--- src/rtl/noc_types_pkg.sv ---
// Shared NoC types: flit format, link-stage channel states and defaults.
package noc_types;

    typedef logic [7:0] flit_t;

    typedef enum logic [1:0] {
        LS_IDLE  = 2'd0,
        LS_SETUP = 2'd1,
        LS_OPEN  = 2'd2,
        LS_DRAIN = 2'd3
    } link_state_t;

    localparam int LINK_TIMEOUT_DEFAULT = 64;

    // Setup counter width: enough to hold TIMEOUT, never narrower than one bit.
    function automatic int link_cnt_width(input int timeout);
        int w;
        w = $clog2(timeout + 1);
        return (w < 1) ? 1 : w;
    endfunction

endpackage

--- src/rtl/node_link_channel.sv ---
// One channel of the link stage: path-setup FSM, setup timeout counter and
// the registered forward (flit/enable) and backward (ack/rej) signals.
//
// Handshake: up_enable is a level request held by upstream for the life of
// the path; up_ack is a level "path open" indication; up_rej and timeout_evt
// are single-cycle pulses. A rejected request stays blocked (DRAIN) until
// upstream drops up_enable for at least one cycle.
module node_link_channel
    import noc_types::*;
#(
    parameter int FLIT_W  = $bits(flit_t),
    parameter int TIMEOUT = LINK_TIMEOUT_DEFAULT
) (
    input  logic              clk,
    input  logic              rst,
    input  logic [FLIT_W-1:0] up_flit,
    input  logic              up_enable,
    output logic              up_ack,
    output logic              up_rej,
    output logic [FLIT_W-1:0] dn_flit,
    output logic              dn_enable,
    input  logic              dn_ack,
    input  logic              dn_rej,
    output logic              timeout_evt
);

    localparam int              CNT_W    = link_cnt_width(TIMEOUT);
    localparam bit              TO_EN    = (TIMEOUT != 0);
    localparam logic [CNT_W-1:0] CNT_MAX  = '1;
    localparam logic [CNT_W-1:0] CNT_LAST = CNT_W'((TIMEOUT > 0) ? (TIMEOUT - 1) : 0);

    link_state_t       state, state_n;
    logic [CNT_W-1:0]  cnt, cnt_n;
    logic              dn_enable_n;
    logic [FLIT_W-1:0] dn_flit_n;
    logic              up_ack_n;
    logic              up_rej_n;
    logic              timeout_evt_n;

    // State, counter and all outputs are registered; reset drops everything at once.
    always_ff @(posedge clk or posedge rst) begin
        if (rst) begin
            state       <= LS_IDLE;
            cnt         <= '0;
            dn_enable   <= 1'b0;
            dn_flit     <= '0;
            up_ack      <= 1'b0;
            up_rej      <= 1'b0;
            timeout_evt <= 1'b0;
        end else begin
            state       <= state_n;
            cnt         <= cnt_n;
            dn_enable   <= dn_enable_n;
            dn_flit     <= dn_flit_n;
            up_ack      <= up_ack_n;
            up_rej      <= up_rej_n;
            timeout_evt <= timeout_evt_n;
        end
    end

    // Next-state and next-output decode; cancel beats reject beats ack beats timeout.
    always_comb begin
        state_n       = state;
        cnt_n         = cnt;
        dn_enable_n   = dn_enable;
        up_ack_n      = up_ack;
        up_rej_n      = 1'b0;
        timeout_evt_n = 1'b0;

        case (state)
            LS_IDLE: begin
                dn_enable_n = 1'b0;
                up_ack_n    = 1'b0;
                if (up_enable) begin
                    state_n     = LS_SETUP;
                    cnt_n       = '0;
                    dn_enable_n = 1'b1;
                end
            end
            LS_SETUP: begin
                if (!up_enable) begin
                    state_n     = LS_IDLE;
                    dn_enable_n = 1'b0;
                end else if (dn_rej) begin
                    state_n     = LS_DRAIN;
                    up_rej_n    = 1'b1;
                    dn_enable_n = 1'b0;
                end else if (dn_ack) begin
                    state_n  = LS_OPEN;
                    up_ack_n = 1'b1;
                end else if (TO_EN && (cnt == CNT_LAST)) begin
                    state_n       = LS_DRAIN;
                    up_rej_n      = 1'b1;
                    timeout_evt_n = 1'b1;
                    dn_enable_n   = 1'b0;
                end else if (cnt != CNT_MAX) begin
                    cnt_n = cnt + 1'b1;
                end
            end
            LS_OPEN: begin
                if (!up_enable) begin
                    state_n     = LS_IDLE;
                    dn_enable_n = 1'b0;
                    up_ack_n    = 1'b0;
                end else if (dn_rej) begin
                    state_n     = LS_DRAIN;
                    up_ack_n    = 1'b0;
                    up_rej_n    = 1'b1;
                    dn_enable_n = 1'b0;
                end
            end
            LS_DRAIN: begin
                dn_enable_n = 1'b0;
                up_ack_n    = 1'b0;
                if (!up_enable) begin
                    state_n = LS_IDLE;
                end
            end
            default: begin
                state_n     = LS_IDLE;
                dn_enable_n = 1'b0;
                up_ack_n    = 1'b0;
            end
        endcase

        // The flit register only loads when the path is live on the next cycle.
        dn_flit_n = dn_enable_n ? up_flit : dn_flit;
    end

endmodule

--- src/rtl/node_link_stage.sv ---
// Registered multi-channel link stage between two node ports. Each channel
// runs independently; this level only slices the flattened port vectors.
module node_link_stage
    import noc_types::*;
#(
    parameter int NUM_CH  = 4,
    parameter int FLIT_W  = $bits(flit_t),
    parameter int TIMEOUT = LINK_TIMEOUT_DEFAULT
) (
    input  logic                     clk,
    input  logic                     rst,
    input  logic [NUM_CH*FLIT_W-1:0] up_flit,
    input  logic [NUM_CH-1:0]        up_enable,
    output logic [NUM_CH-1:0]        up_ack,
    output logic [NUM_CH-1:0]        up_rej,
    output logic [NUM_CH*FLIT_W-1:0] dn_flit,
    output logic [NUM_CH-1:0]        dn_enable,
    input  logic [NUM_CH-1:0]        dn_ack,
    input  logic [NUM_CH-1:0]        dn_rej,
    output logic [NUM_CH-1:0]        timeout_evt
);

    // One channel instance per lane, each owning its own slice of every vector.
    for (genvar c = 0; c < NUM_CH; c++) begin : g_ch
        node_link_channel #(
            .FLIT_W  (FLIT_W),
            .TIMEOUT (TIMEOUT)
        ) u_ch (
            .clk         (clk),
            .rst         (rst),
            .up_flit     (up_flit[c*FLIT_W +: FLIT_W]),
            .up_enable   (up_enable[c]),
            .up_ack      (up_ack[c]),
            .up_rej      (up_rej[c]),
            .dn_flit     (dn_flit[c*FLIT_W +: FLIT_W]),
            .dn_enable   (dn_enable[c]),
            .dn_ack      (dn_ack[c]),
            .dn_rej      (dn_rej[c]),
            .timeout_evt (timeout_evt[c])
        );
    end

endmodule

--- config.mk ---
export PLATFORM = sky130hd
export DESIGN_NAME = node_link_stage
export DESIGN_NICKNAME = d
export VERILOG_FILES = /design/src/rtl/noc_types_pkg.sv /design/src/rtl/node_link_channel.sv /design/src/rtl/node_link_stage.sv
export SDC_FILE = /design/constraint.sdc
export NUM_CORES = 1
export LEC_CHECK = 0
export ABC_AREA = 1
export CORE_MARGIN = 1.5
export CORE_UTILIZATION = 56
export CTS_CLUSTER_SIZE = 20
export DETAILED_ROUTE_END_ITERATION = 10
export PLACE_DENSITY = 0.86
export SLEW_MARGIN = 20
export SYNTH_ARGS = -nofsm -noshare
export SYNTH_HDL_FRONTEND = slang
export SYNTH_SLANG_ARGS = --single-unit
--- constraint.sdc ---
create_clock -name clk -period 4.1 [get_ports clk]
set_clock_uncertainty 0.1 [all_clocks]
set_input_delay 0.82 -clock clk [delete_from_list [all_inputs] [get_ports clk]]
set_output_delay 0.82 -clock clk [all_outputs]
set_load 0.01 [all_outputs]
==> summary.txt <==
Outcome
  • Status: completed

Final layout
  • Layout area overhead: 22.9%
  • Final nets: 744
  • Fraction of layout cells with a size suffix above 1: under 10%
  • Fill cells: approximately 610
  • N_diodes: 0
  • Design Area, Final: 5780 um^2

Detailed routing
  • Drt wl/cell: 13.2 um
  • Remaining DRCs: 0
  • Post-DRT Antenna Nets: 0
  • Routed WL: slightly above 10 mm
  • Vias: approximately 4000
  • Drt pass-1 iters: 5
  • Via density per instance: roughly 5.3
  • Initial drt markers: about 170

Worst hold path
  • Hold Path End: g_ch[0].u_ch.dn_flit[5]
  • WHS Path Cells: 2
  • Hold Path Class: reg2reg
  • Hold path start: g_ch[0].u_ch.dn_flit[5]

Flow run
  • MaxCap Viol Count: 0

Floorplanning
  • Area of the core: slightly above 8000 um^2
  • Die Wd: ~95 um
  • Die Y: about 95 um
  • Ports: 94
  • Die area: roughly 9000 um^2
  • Initial core utilization: a little under three fifths
  • Site Rows: 33

Synthesis
  • Synth Cell Area: 4700 um^2
  • Most frequent cells after synthesis: nand2_1, dfrtp_1, nand3_1
  • Main synth FF type: dfrtp_1
  • Yosys reg bits: 84
  • Syn Area/Cell: around 8 um^2
  • Yosys top cell area share: between 40% and 50%
  • Most frequent cell after synthesis: nand2_1
  • Biggest area consumer among synthesized cells: dfrtp_1
  • Post-synth EDFFs: 0
  • Syn_nets: between 600 and 700
  • Synth top area cells: dfrtp_1, nand2_1, ha_1
  • Register area share after synthesis: between 40 and 50%
  • Asr flop ratio synth: 100%
  • Distinct cells, synth: 34
  • Post-Synthesis Cells: approximately 590
  • Synth Warn #: 0

Global routing
  • Largest net degree at the start of global routing: 45
  • First-pass GRT wire length: about 17 mm
  • Antenna violations before repair: 0
  • All-Layer GR Usage: 24.8%
  • Vias in the first global route: a little under 4000
  • Met1 usage: 29.7%
  • GRT busiest layer: met2
  • GRT met2 Usage: roughly 44%
  • GR Layer Usage met3: slightly above 5%
  • Grt ovf: 0

STA
  • Normalized max-slew margin: approximately 49%
  • Fmax: roughly 430 MHz
  • WHS: roughly 0.37 ns
  • Slew Limit Fails: 0
  • Final Setup Violations: 0
  • Measured slew at the worst slew-check pin: 0.771 ns
  • Fin crit share: a little under three fifths
  • Setup_tns: 0 ns
  • Period minus WS final: about 2.3 ns
  • Final Hold Viols: 0
  • Final worst slack: 1.79 ns
  • Unrepaired setup endpoints after global routing: no

Clock tree
  • Worst-Skew Late Latency: about 0.35 ns
  • CTS tree: built
  • TritonCTS buffer count: 9
  • Hold buffers post-CTS: 0
  • CTS max path bufs: 2
  • H-tree levels: 3
  • Sink Count: 84
  • Reg clk slew, reported paths: approximately 0.08 ns
  • Post-CTS setup buffer count: 0
  • Clock root cell: clkbuf_8
  • Post-CTS Resized: 0

Critical path
  • Arr. time, crit path: 2.49 ns
  • Top fanout value on the critical path: 18
  • WP data required: around 4.3 ns
  • CP endpoint kind: flip-flop
  • Kind of critical path: in2reg
  • Crit start category: input port
  • Reg2reg end: g_ch[3].u_ch.cnt[4]
  • R2R cell count: 7
  • Worst reg2reg path startpoint: g_ch[3].u_ch.state[1]
  • Reg-to-reg slack, setup: between 2 and 2.5 ns

Placed design
  • GPL Wtd Cong: around 0.85
  • Worst slack, placed: around 1.5 ns
  • DPL Wire Length: 7.64 mm
  • Dpl cell area: 5620 um^2
  • IO Port Bufs: between 90 and 100

Power
  • Peak VDD IR: around 0.39 mV
  • Static leakage: between 2 and 3 nW
  • PwrDens: slightly above 600 nW/um^2
worst max-delay path by stage:
stage	start	to	slack [ns]	depth (start not counted)
final	up_enable[0]	g_ch[0].u_ch.cnt[5]	1.79	6
after global routing	up_enable[0]	g_ch[0].u_ch.cnt[5]	1.62	6
after CTS	up_enable[3]	g_ch[3].u_ch.cnt[5]	1.82	7
after detailed placement	up_enable[0]	g_ch[0].u_ch.cnt[5]	1.46	6
after global placement	up_enable[0]	g_ch[0].u_ch.cnt[5]	1.50	6
after floorplan	rst	g_ch[0].u_ch.cnt[0]	1.01	1
state kept, by name, indices dropped and copies added, names as in the netlist:
register,count
g_ch.u_ch.cnt,28
g_ch.u_ch.dn_enable,4
g_ch.u_ch.dn_flit,32
g_ch.u_ch.state,8
g_ch.u_ch.timeout_evt,4
g_ch.u_ch.up_ack,4
g_ch.u_ch.up_rej,4
where the power goes:
group | switching, W | internal [W]
combinational | 0.000969 | 0.000753
sequential | 0.000212 | 0.00111
clock | 0.000296 | 0.000214
total | 0.00148 | 0.00208
through the flow:
| stage | util, % | power (W) | cells |
|---|---|---|---|
| after floorplan | - | 0.00240 | 587 |
| after global placement | 68.7 | 0.00298 | 764 |
| after detailed placement | 68.7 | 0.00306 | 764 |
| after CTS | 70.7 | 0.00358 | 779 |
| after global routing | 70.7 | 0.00386 | 779 |
| final | 70.7 | 0.00356 | 779 |
cells in the final DEF (no fill, tap or decap), types with 6 or more instances in the layout:
cell,n
a21oi_1,14
clkbuf_8,9
clkdlybuf4s50_1,93
clkinv_2,6
dfrtp_1,84
ha_1,28
inv_1,54
nand2_1,204
nand2_2,7
nand2_4,7
nand3_1,61
nor2_1,37
nor3_1,6
o21ai_0,16
xor2_1,7
worst max-delay path, cell delays in order:
cell and delay [ns]:
clkdlybuf4s50_1 0.90, nand3_1 0.21, nand2_1 0.12, a21boi_2 0.28, nand2_1 0.08, o21ai_1 0.07
cell type report:
class                   count  area [um^2]  share of cell area (%)
well taps                 105          131                    2.27
clock inverters             5         30.0                   0.520
repair buffers             95          946                    16.4
flip-flops and latches     84         2100                    36.4
multi-input cells         421         2220                    38.4
inverters                  59          225                    3.90
clock buffers              10          128                    2.21
routing by layer:
layer | part of all wire, % | vias to the layer above
met5 | 0 | -
met4 | 1.2 | 0
met3 | 5.7 | 10
met2 | 51 | 129
met1 | 42 | 1945
li1 | - | 2007
cells by family (layout without fill, tap and decap cells):
family / count (synthesis) / in the layout / synth area share, %
flops: 84 / 84 / 44.7
fa+ha+maj: 28 / 28 / 7.45
xor+xnor: 10 / 10 / 1.86
buf+inv: 82 / 169 / 8.17
simple gates: 336 / 336 / 32.0
compound gates: 47 / 47 / 5.83
(Power assumes the default switching activity.)
